### src/rtl/tls_interval_timer.sv
`timescale 1ns/1ps
// -----------------------------------------------------------------------------
// tls_interval_timer
//
// Interval timer for the traffic-light FSM. A prescaler turns clk into timer
// ticks. An elapsed-tick counter then drives a three-state interval FSM:
// SHORT -> LONG -> EXPIRED. The FSM reports the short (ts) and long (tl)
// interval expiries as levels. A restart strobe (st) clears the interval.
// It also loads the active limits from a shadow config register. Config writes
// therefore never disturb an interval that is already running.
//
// Ports
//   clk       in   1      system clock, rising edge
//   rst       in   1      synchronous active-high reset
//   en        in   1      tick enable; 0 freezes prescaler and elapsed count
//   st        in   1      restart strobe, level-sampled every clk
//   cfg_we    in   1      write config shadow register
//   cfg_sel   in   1      0: short limit, 1: long limit
//   cfg_data  in   CNT_W  limit value in ticks
//   ts        out  1      short interval expired (level, registered)
//   tl        out  1      long interval expired (level, registered)
//   elapsed   out  CNT_W  ticks since last restart, saturating
// -----------------------------------------------------------------------------
module tls_interval_timer #(
  parameter int CNT_W    = 16,
  parameter int PRESCALE = 1000,
  parameter int TS_DEF   = 5,
  parameter int TL_DEF   = 30
) (
  input  logic             clk,
  input  logic             rst,
  input  logic             en,
  input  logic             st,
  input  logic             cfg_we,
  input  logic             cfg_sel,
  input  logic [CNT_W-1:0] cfg_data,
  output logic             ts,
  output logic             tl,
  output logic [CNT_W-1:0] elapsed
);

  localparam int               PRE_W   = (PRESCALE > 1) ? $clog2(PRESCALE) : 1;
  localparam logic [PRE_W-1:0] PRE_MAX = PRE_W'(PRESCALE - 1);

  localparam logic [CNT_W-1:0] CNT_MAX = {CNT_W{1'b1}};
  localparam logic [CNT_W-1:0] CNT_ONE = CNT_W'(1);
  localparam logic [CNT_W-1:0] TS_RST  = CNT_W'(TS_DEF);
  localparam logic [CNT_W-1:0] TL_RST  = CNT_W'(TL_DEF);

  localparam logic [1:0] ST_SHORT   = 2'd0;
  localparam logic [1:0] ST_LONG    = 2'd1;
  localparam logic [1:0] ST_EXPIRED = 2'd2;

  logic [PRE_W-1:0] pre_q,     pre_d;
  logic [CNT_W-1:0] elapsed_q, elapsed_d;
  logic [1:0]       state_q,   state_d;
  logic [CNT_W-1:0] ts_sh_q,   ts_sh_d;
  logic [CNT_W-1:0] tl_sh_q,   tl_sh_d;
  logic [CNT_W-1:0] ts_lim_q,  ts_lim_d;
  logic [CNT_W-1:0] tl_lim_q,  tl_lim_d;

  logic             tick;
  logic [CNT_W-1:0] ts_eff;
  logic [CNT_W-1:0] tl_base;
  logic [CNT_W-1:0] tl_eff;
  logic [CNT_W:0]   n_next;   // one extra bit so elapsed+1 never wraps at saturation

  // Effective limits: zero means one tick, and tl is never allowed to precede ts.
  always_comb begin
    ts_eff  = (ts_lim_q == '0) ? CNT_ONE : ts_lim_q;
    tl_base = (tl_lim_q == '0) ? CNT_ONE : tl_lim_q;
    tl_eff  = (tl_base < ts_eff) ? ts_eff : tl_base;
  end

  assign tick   = en && (pre_q == PRE_MAX);
  assign n_next = {1'b0, elapsed_q} + (CNT_W+1)'(1);

  always_comb begin
    // NOTE: every variable gets a hold value first, so no path leaves one unassigned and no latch is inferred.
    pre_d     = pre_q;
    elapsed_d = elapsed_q;
    state_d   = state_q;
    ts_sh_d   = ts_sh_q;
    tl_sh_d   = tl_sh_q;
    ts_lim_d  = ts_lim_q;
    tl_lim_d  = tl_lim_q;

    if (cfg_we) begin
      if (cfg_sel) tl_sh_d = cfg_data;
      else         ts_sh_d = cfg_data;
    end

    if (st) begin
      // Load from the post-write shadow so a write on the restart edge takes effect immediately.
      pre_d     = '0;
      elapsed_d = '0;
      state_d   = ST_SHORT;
      ts_lim_d  = ts_sh_d;
      tl_lim_d  = tl_sh_d;
    end else if (en) begin
      pre_d = tick ? '0 : pre_q + 1'b1;
      if (tick) begin
        elapsed_d = (elapsed_q == CNT_MAX) ? elapsed_q : elapsed_q + 1'b1;
        case (state_q)
          ST_SHORT: begin
            if      (n_next >= {1'b0, tl_eff}) state_d = ST_EXPIRED;
            else if (n_next >= {1'b0, ts_eff}) state_d = ST_LONG;
          end
          ST_LONG: begin
            if (n_next >= {1'b0, tl_eff}) state_d = ST_EXPIRED;
          end
          ST_EXPIRED: state_d = ST_EXPIRED;
          default:    state_d = ST_SHORT;
        endcase
      end
    end
  end

  // NOTE: sequential state uses non-blocking assignments so every flop samples pre-edge values.
  always_ff @(posedge clk) begin
    if (rst) begin
      pre_q     <= '0;
      elapsed_q <= '0;
      state_q   <= ST_SHORT;
      ts_sh_q   <= TS_RST;
      tl_sh_q   <= TL_RST;
      ts_lim_q  <= TS_RST;
      tl_lim_q  <= TL_RST;
    end else begin
      pre_q     <= pre_d;
      elapsed_q <= elapsed_d;
      state_q   <= state_d;
      ts_sh_q   <= ts_sh_d;
      tl_sh_q   <= tl_sh_d;
      ts_lim_q  <= ts_lim_d;
      tl_lim_q  <= tl_lim_d;
    end
  end

  // Outputs decode the state flop directly, so no input has a combinational path to them.
  assign ts      = (state_q == ST_LONG) || (state_q == ST_EXPIRED);
  assign tl      = (state_q == ST_EXPIRED);
  assign elapsed = elapsed_q;

endmodule

### config.mk
export PLATFORM = sky130hd
export DESIGN_NAME = tls_interval_timer
export DESIGN_NICKNAME = d
export VERILOG_FILES = /design/src/rtl/tls_interval_timer.sv
export SDC_FILE = /design/constraint.sdc
export NUM_CORES = 1
export LEC_CHECK = 0
export CORE_UTILIZATION = 23
export DETAILED_ROUTE_END_ITERATION = 8
export GPL_TIMING_DRIVEN = 0
export SYNTH_ARGS = -nofsm -noshare
export SYNTH_HDL_FRONTEND = slang
export SYNTH_SLANG_ARGS = --single-unit
### constraint.sdc
create_clock -name clk -period 5.2 [get_ports clk]
set_input_delay 1.3 -clock clk [delete_from_list [all_inputs] [get_ports clk]]
set_output_delay 1.3 -clock clk [all_outputs]
set_load 0.02 [all_outputs]
# --- Yosys cells after proc, flatten, opt, wreduce, memory -nomap -nowiden ---
# Cells that the tools add are included.
totals:
  register_bits: 92
  in_bits: 22
  output_inout_bits: 18
  word_cells: 40
op_classes:
  n_addsub: 3
  n_lt_le_gt_ge: 3
  eq_ne: 6
  muxes: 12
  n_bitwise: 1
  reduce_logical: 8
ops:
  columns: ["op", "count"]
  rows:
  - ["$mux 16", 7]
  - ["$ge 17x16->1", 2]
  - ["$logic_not 16->1", 2]
  - ["$add 16x1->17 const B", 1]
  - ["$add 16x1->16 const B", 1]
  - ["$eq 16x16->1 const B", 1]
  - ["$lt 16x16->1", 1]
  - ["$add 10x1->10 const B", 1]
  - ["$eq 10x10->1 const B", 1]
  - ["$mux 10", 1]
  - ["$mux 2", 3]
  - ["$pmux 2 s3", 1]
  - ["$reduce_and 4->1", 1]
  - ["$ne 3x3->1 const B", 1]
  - ["$reduce_and 3->1", 1]
  - ["$eq 2x1->1 const B", 1]
  - ["$eq 2x2->1 const B", 1]
  - ["$logic_not 2->1", 1]
  - ["$ne 2x2->1 const B", 1]
  - ["$reduce_or 2->1", 1]
  - ["$logic_and 1x1->1", 1]
  - ["$logic_or 1x1->1", 1]
  - ["$not 1->1", 1]

# --- Depth between registers and ports, before layout ---
logic_depth:
  depth_word: 7
  depth_mapped: 18
  ltp_nobuf: 17

# --- Worst setup path before layout ---
# No wires, ideal clock.
synth_timing:
  path_kind: "register -> register"
  start: "reg tl_lim_q[5]"
  end: "reg state_q[0]"
  setup_ns: 0.072
  t_arrival_ns: 3.740
  t_required_ns: 5.128
  setup_slack_ns: 1.388
  stages_incl_launch_ff: 17
  n_path_buf: 2
  period_less_slack_ns: 3.812
  cell_sequence: "dfxtp_1 -> clkbuf_1 -> ha_1 -> a21o_1 -> a211o_1 -> a31oi_1 -> or4_1 -> o21ai_4 -> buf_6 -> mux2i_1 -> ha_1 -> a21oi_1 -> a21boi_0 -> o311ai_0 -> o2111ai_1 -> or4_1 -> mux2i_1"
synth_via:
  elab_chain_cells: 7
  word_cells_on_any_way: 10
  cone_classes: "order compare (2); eq/ne (2); mux (4); reduce/logical (2)"
synth_rtl:
  columns: ["element", "line_no", "text"]
  rows:
  - ["start: declaration", "60", "logic [CNT_W-1:0] tl_lim_q, tl_lim_d;"]
  - ["start signal: assignment", "136", "tl_lim_q <= tl_lim_d;"]
  - ["$logic_not 16->1", "71", "tl_base = (tl_lim_q == '0) ? CNT_ONE : tl_lim_q;"]
  - ["$mux 16 (*)", "71", null]
  - ["$lt 16x16->1", "72", "tl_eff = (tl_base < ts_eff) ? ts_eff : tl_base;"]
  - ["$mux 16 (*)", "72", null]
  - ["$ge 17x16->1 (*)", "106, 110", null]
  - ["$ne 3x3->1 (no line), or another cell as far along", null, null]
  - ["$reduce_and 4->1 (no line) / $pmux 2 s3 (equally long branches)", null, null]
  - ["end signal: assignment", "132", "state_q <= state_d;"]
  - ["end: declaration", "56", "logic [1:0] state_q, state_d;"]
# Every way passes the cells marked *; elsewhere a longest branch is shown, timed or not.
# A chain may end at the register's enable or synchronous reset.

# --- Final worst setup path ---
# Same ends and word-level chain as after synthesis.

==> results.toml <==
[critical_path]
start_kind = "register"
critical-path-max-stage-delay_ns = 0.57
cp-end-kind = "register"
cp.required_ns = 5.47
crit_fanout = 10
crit_chain = "clkbuf_1, ha_1, a21o_1, a211o_1, a31oi_1, or4_1, o21ai_4, buf_6, mux2i_1, ha_1, a21oi_1, a21boi_0, o311ai_0, o2111ai_1, or4_1, mux2i_1"
critPathBufInv = 2
path_delay_family = "compound AO/OA/AOI/OAI gates"
slowest_stage = "or4_1"
rrSetupSlack_ns = 0.63
arrival_ns = 4.84
path_class = "register to register"

[yosys]
synth-edff-count = 0
synth_nets = 664
synthMuxAreaShare_pct = 3.61
yosysUniqueCellTypes = 49
synth_fa_ha_area_share_pct = 13.3
synth_compound_area_share_pct = 15.9
yosysWarnings = 0
syn-cell-area_sq_um = 5000
yosysMostFrequentCell = "dfxtp_1"
ys_seq_elements = 92
synthTopCellsByArea = "dfxtp_1 (37%), ha_1 (13%), nand2_1 (6.7%)"
synth-simple-area-share_pct = 19.6
synth_area_leader_cell = "dfxtp_1"
synth-main-ff-cell = "dfxtp_1"
yosys-top-cells-count = "dfxtp_1 (92), nand2_1 (89), a21oi_1 (63)"
synthArstFlopShare_pct = 0
seq_area_frac_synth_pct = 36.9
netlist_instances = 589
synth_top_family_by_area = "simple AND/OR/NAND/NOR gates"
syn_avg_cell_area_sq_um = 8.48
synth_top_area_share_pct = 36.9
synth_xor_area_share_pct = 5.61

[timing]
totalNegativeSetupSlack_ns = 0
fmax_ghz = 0.219
min_period_ns = 4.57
worst_slack_ns = 0.631
skew_ns = 0.00937
setup_violations = 0
worst_pin_slew_ns = 0.743
drv_slew = 0
fin_crit_sh_pct = 87.9
final-hold-violation-count = 0
slew_headroom_pct = 50.0
rsz0062_at_grt = "false"
whs_ns = 0.466

[die]
die_w_um = 149
core_area_sq_um = 21200
dieArea_sq_um = 22300
row_count = 53
io_pins = 40
fp.dieH_um = 149
floorplan.initialDensity_pct = 23.6

[routing]
wl_per_cell_um = 13.7
ant_nets = 0
drt-initial-drc-count = 218
drt_wl_total_mm = 12.6
via_per_inst = 4.51
drc = 0
drt_pass1_iterations = 4
via_count = 4139

[placed_design]
gp_congestion = 0.796
hpwl_mm = 9.92
io_buffers = 38
dp.cells = 902
place_ws_ns = 0.743

[grt]
antenna_found_initial = 0
grt_pass1_vias = 4014
grt_pass1_wl_mm = 20.5
grt_use_total_pct = 11.8
grt_max_degree = 18
grt-ovfl-total = 0

[status]
outcome = "complete, no violations"

[run]
cap_violations = 0

[final_layout]
area_growth_pct = 20.4
n_antenna_cell = 0
nNetsFinal = 713
drive_above_1_share_pct = 4.51
finalNonFillerCells = 918

[pwr]
power.leakage_nw = 2.42
ir_drop_mv = 0.188
p_per_area_nw_per_um2 = 277

[clock_network]
ctsLongestPathBuffers = 2
htree_levels = 3
cts.clk_slew.worst_paths_ns = 0.08
clkLatencyLatePin_ns = 0.35
post_cts_buffers = 0
cts_buffers = 9
ctsHoldBuffers = 0
cts_sinks = 92
cts_resized = 0
cts_tree = "done"
root_buffer = "clkbuf_16"

[worst_hold_path]
hold_class = "register to register"
[placed cells by master (no fill, tap or decap), types with 5 or more instances in the layout]
master / n
or3_1: 5
nor4_1: 7
inv_1: 22
nand2b_1: 6
a21o_1: 6
clkdlybuf4s50_1: 38
clkbuf_16: 9
nor2_1: 50
a21oi_1: 63
dfxtp_1: 92
o22a_1: 12
nand3b_1: 6
ha_1: 53
a22o_1: 6
o21ai_0: 14
clkbuf_1: 35
xor2_1: 21
mux2i_1: 18
nand3_1: 14
xnor2_1: 11
nand4_1: 12
nand2_1: 89
[path summary, 6_finish.rpt]
check	start	end	cells after the start
worst max-delay path	tl_lim_q[5]	state_q[0]	16
worst min-delay path	tl_sh_q[12]	tl_sh_q[12]	2
worst max register to register	tl_lim_q[5]	state_q[0]	16
worst min register to register	tl_sh_q[12]	tl_sh_q[12]	2
[where the power goes]
part | switching [mW] | total, mW | internal [mW]
combinational | 0.144 | 0.257 | 0.113
sequential | 0.0244 | 0.761 | 0.736
clock | 0.305 | 0.651 | 0.346
total | 0.474 | 1.67 | 1.20
[logic make-up after synthesis]
kind of cell	count (synthesis)
AO/OA/AOI/OAI	123
XOR/XNOR	32
adder cells (fa/ha/maj)	53
buffers and inverters	62
flip-flops	92
multiplexers	18
AND/OR/NAND/NOR	209
[routing by layer]
metal,vias to the layer above,GRT usage (%),wire length [um]
li1,2145,-,-
met1,1934,14.4,5730
met2,46,20.6,6200
met3,14,2.57,464
met4,0,3.62,194
met5,-,0,0
[per-stage QoR]
stage / cell area [sq um] / total power [mW] / util (%)
floorplan: 5000 / 0.953 / -
global placement: 5720 / 1.03 / 27.0
detailed placement: 5720 / 1.03 / 27.0
CTS: 6010 / 1.68 / 28.4
global route: 6010 / 1.75 / 28.4
finish: 6010 / 1.67 / 28.4
[registers in the layout (all words and copies together), names as in the netlist]
signal    cells
pre_q        10
state_q       2
ts_sh_q      16
ts_lim_q     16
tl_lim_q     16
tl_sh_q      16
elapsed      16
[layout make-up]
class / count / area [sq um]
clock buffers: 10 / 239
inverters: 22 / 82.6
fillers: 2226 / 15100
repair buffers: 38 / 380
flip-flops and latches: 92 / 1840
plain buffers: 40 / 171
well taps: 275 / 344
clock inverters: 6 / 53.8
multi-input cells: 435 / 2900
[tightest hold or removal path: cells and delay by family (launching register included)]
family	cells	cell delay, ns
and+or+nand+nor	1	0.05
DFF	1	0.30
AOI/OAI and AO/OA	1	0.07
Power figures use the tool's default switching activity.
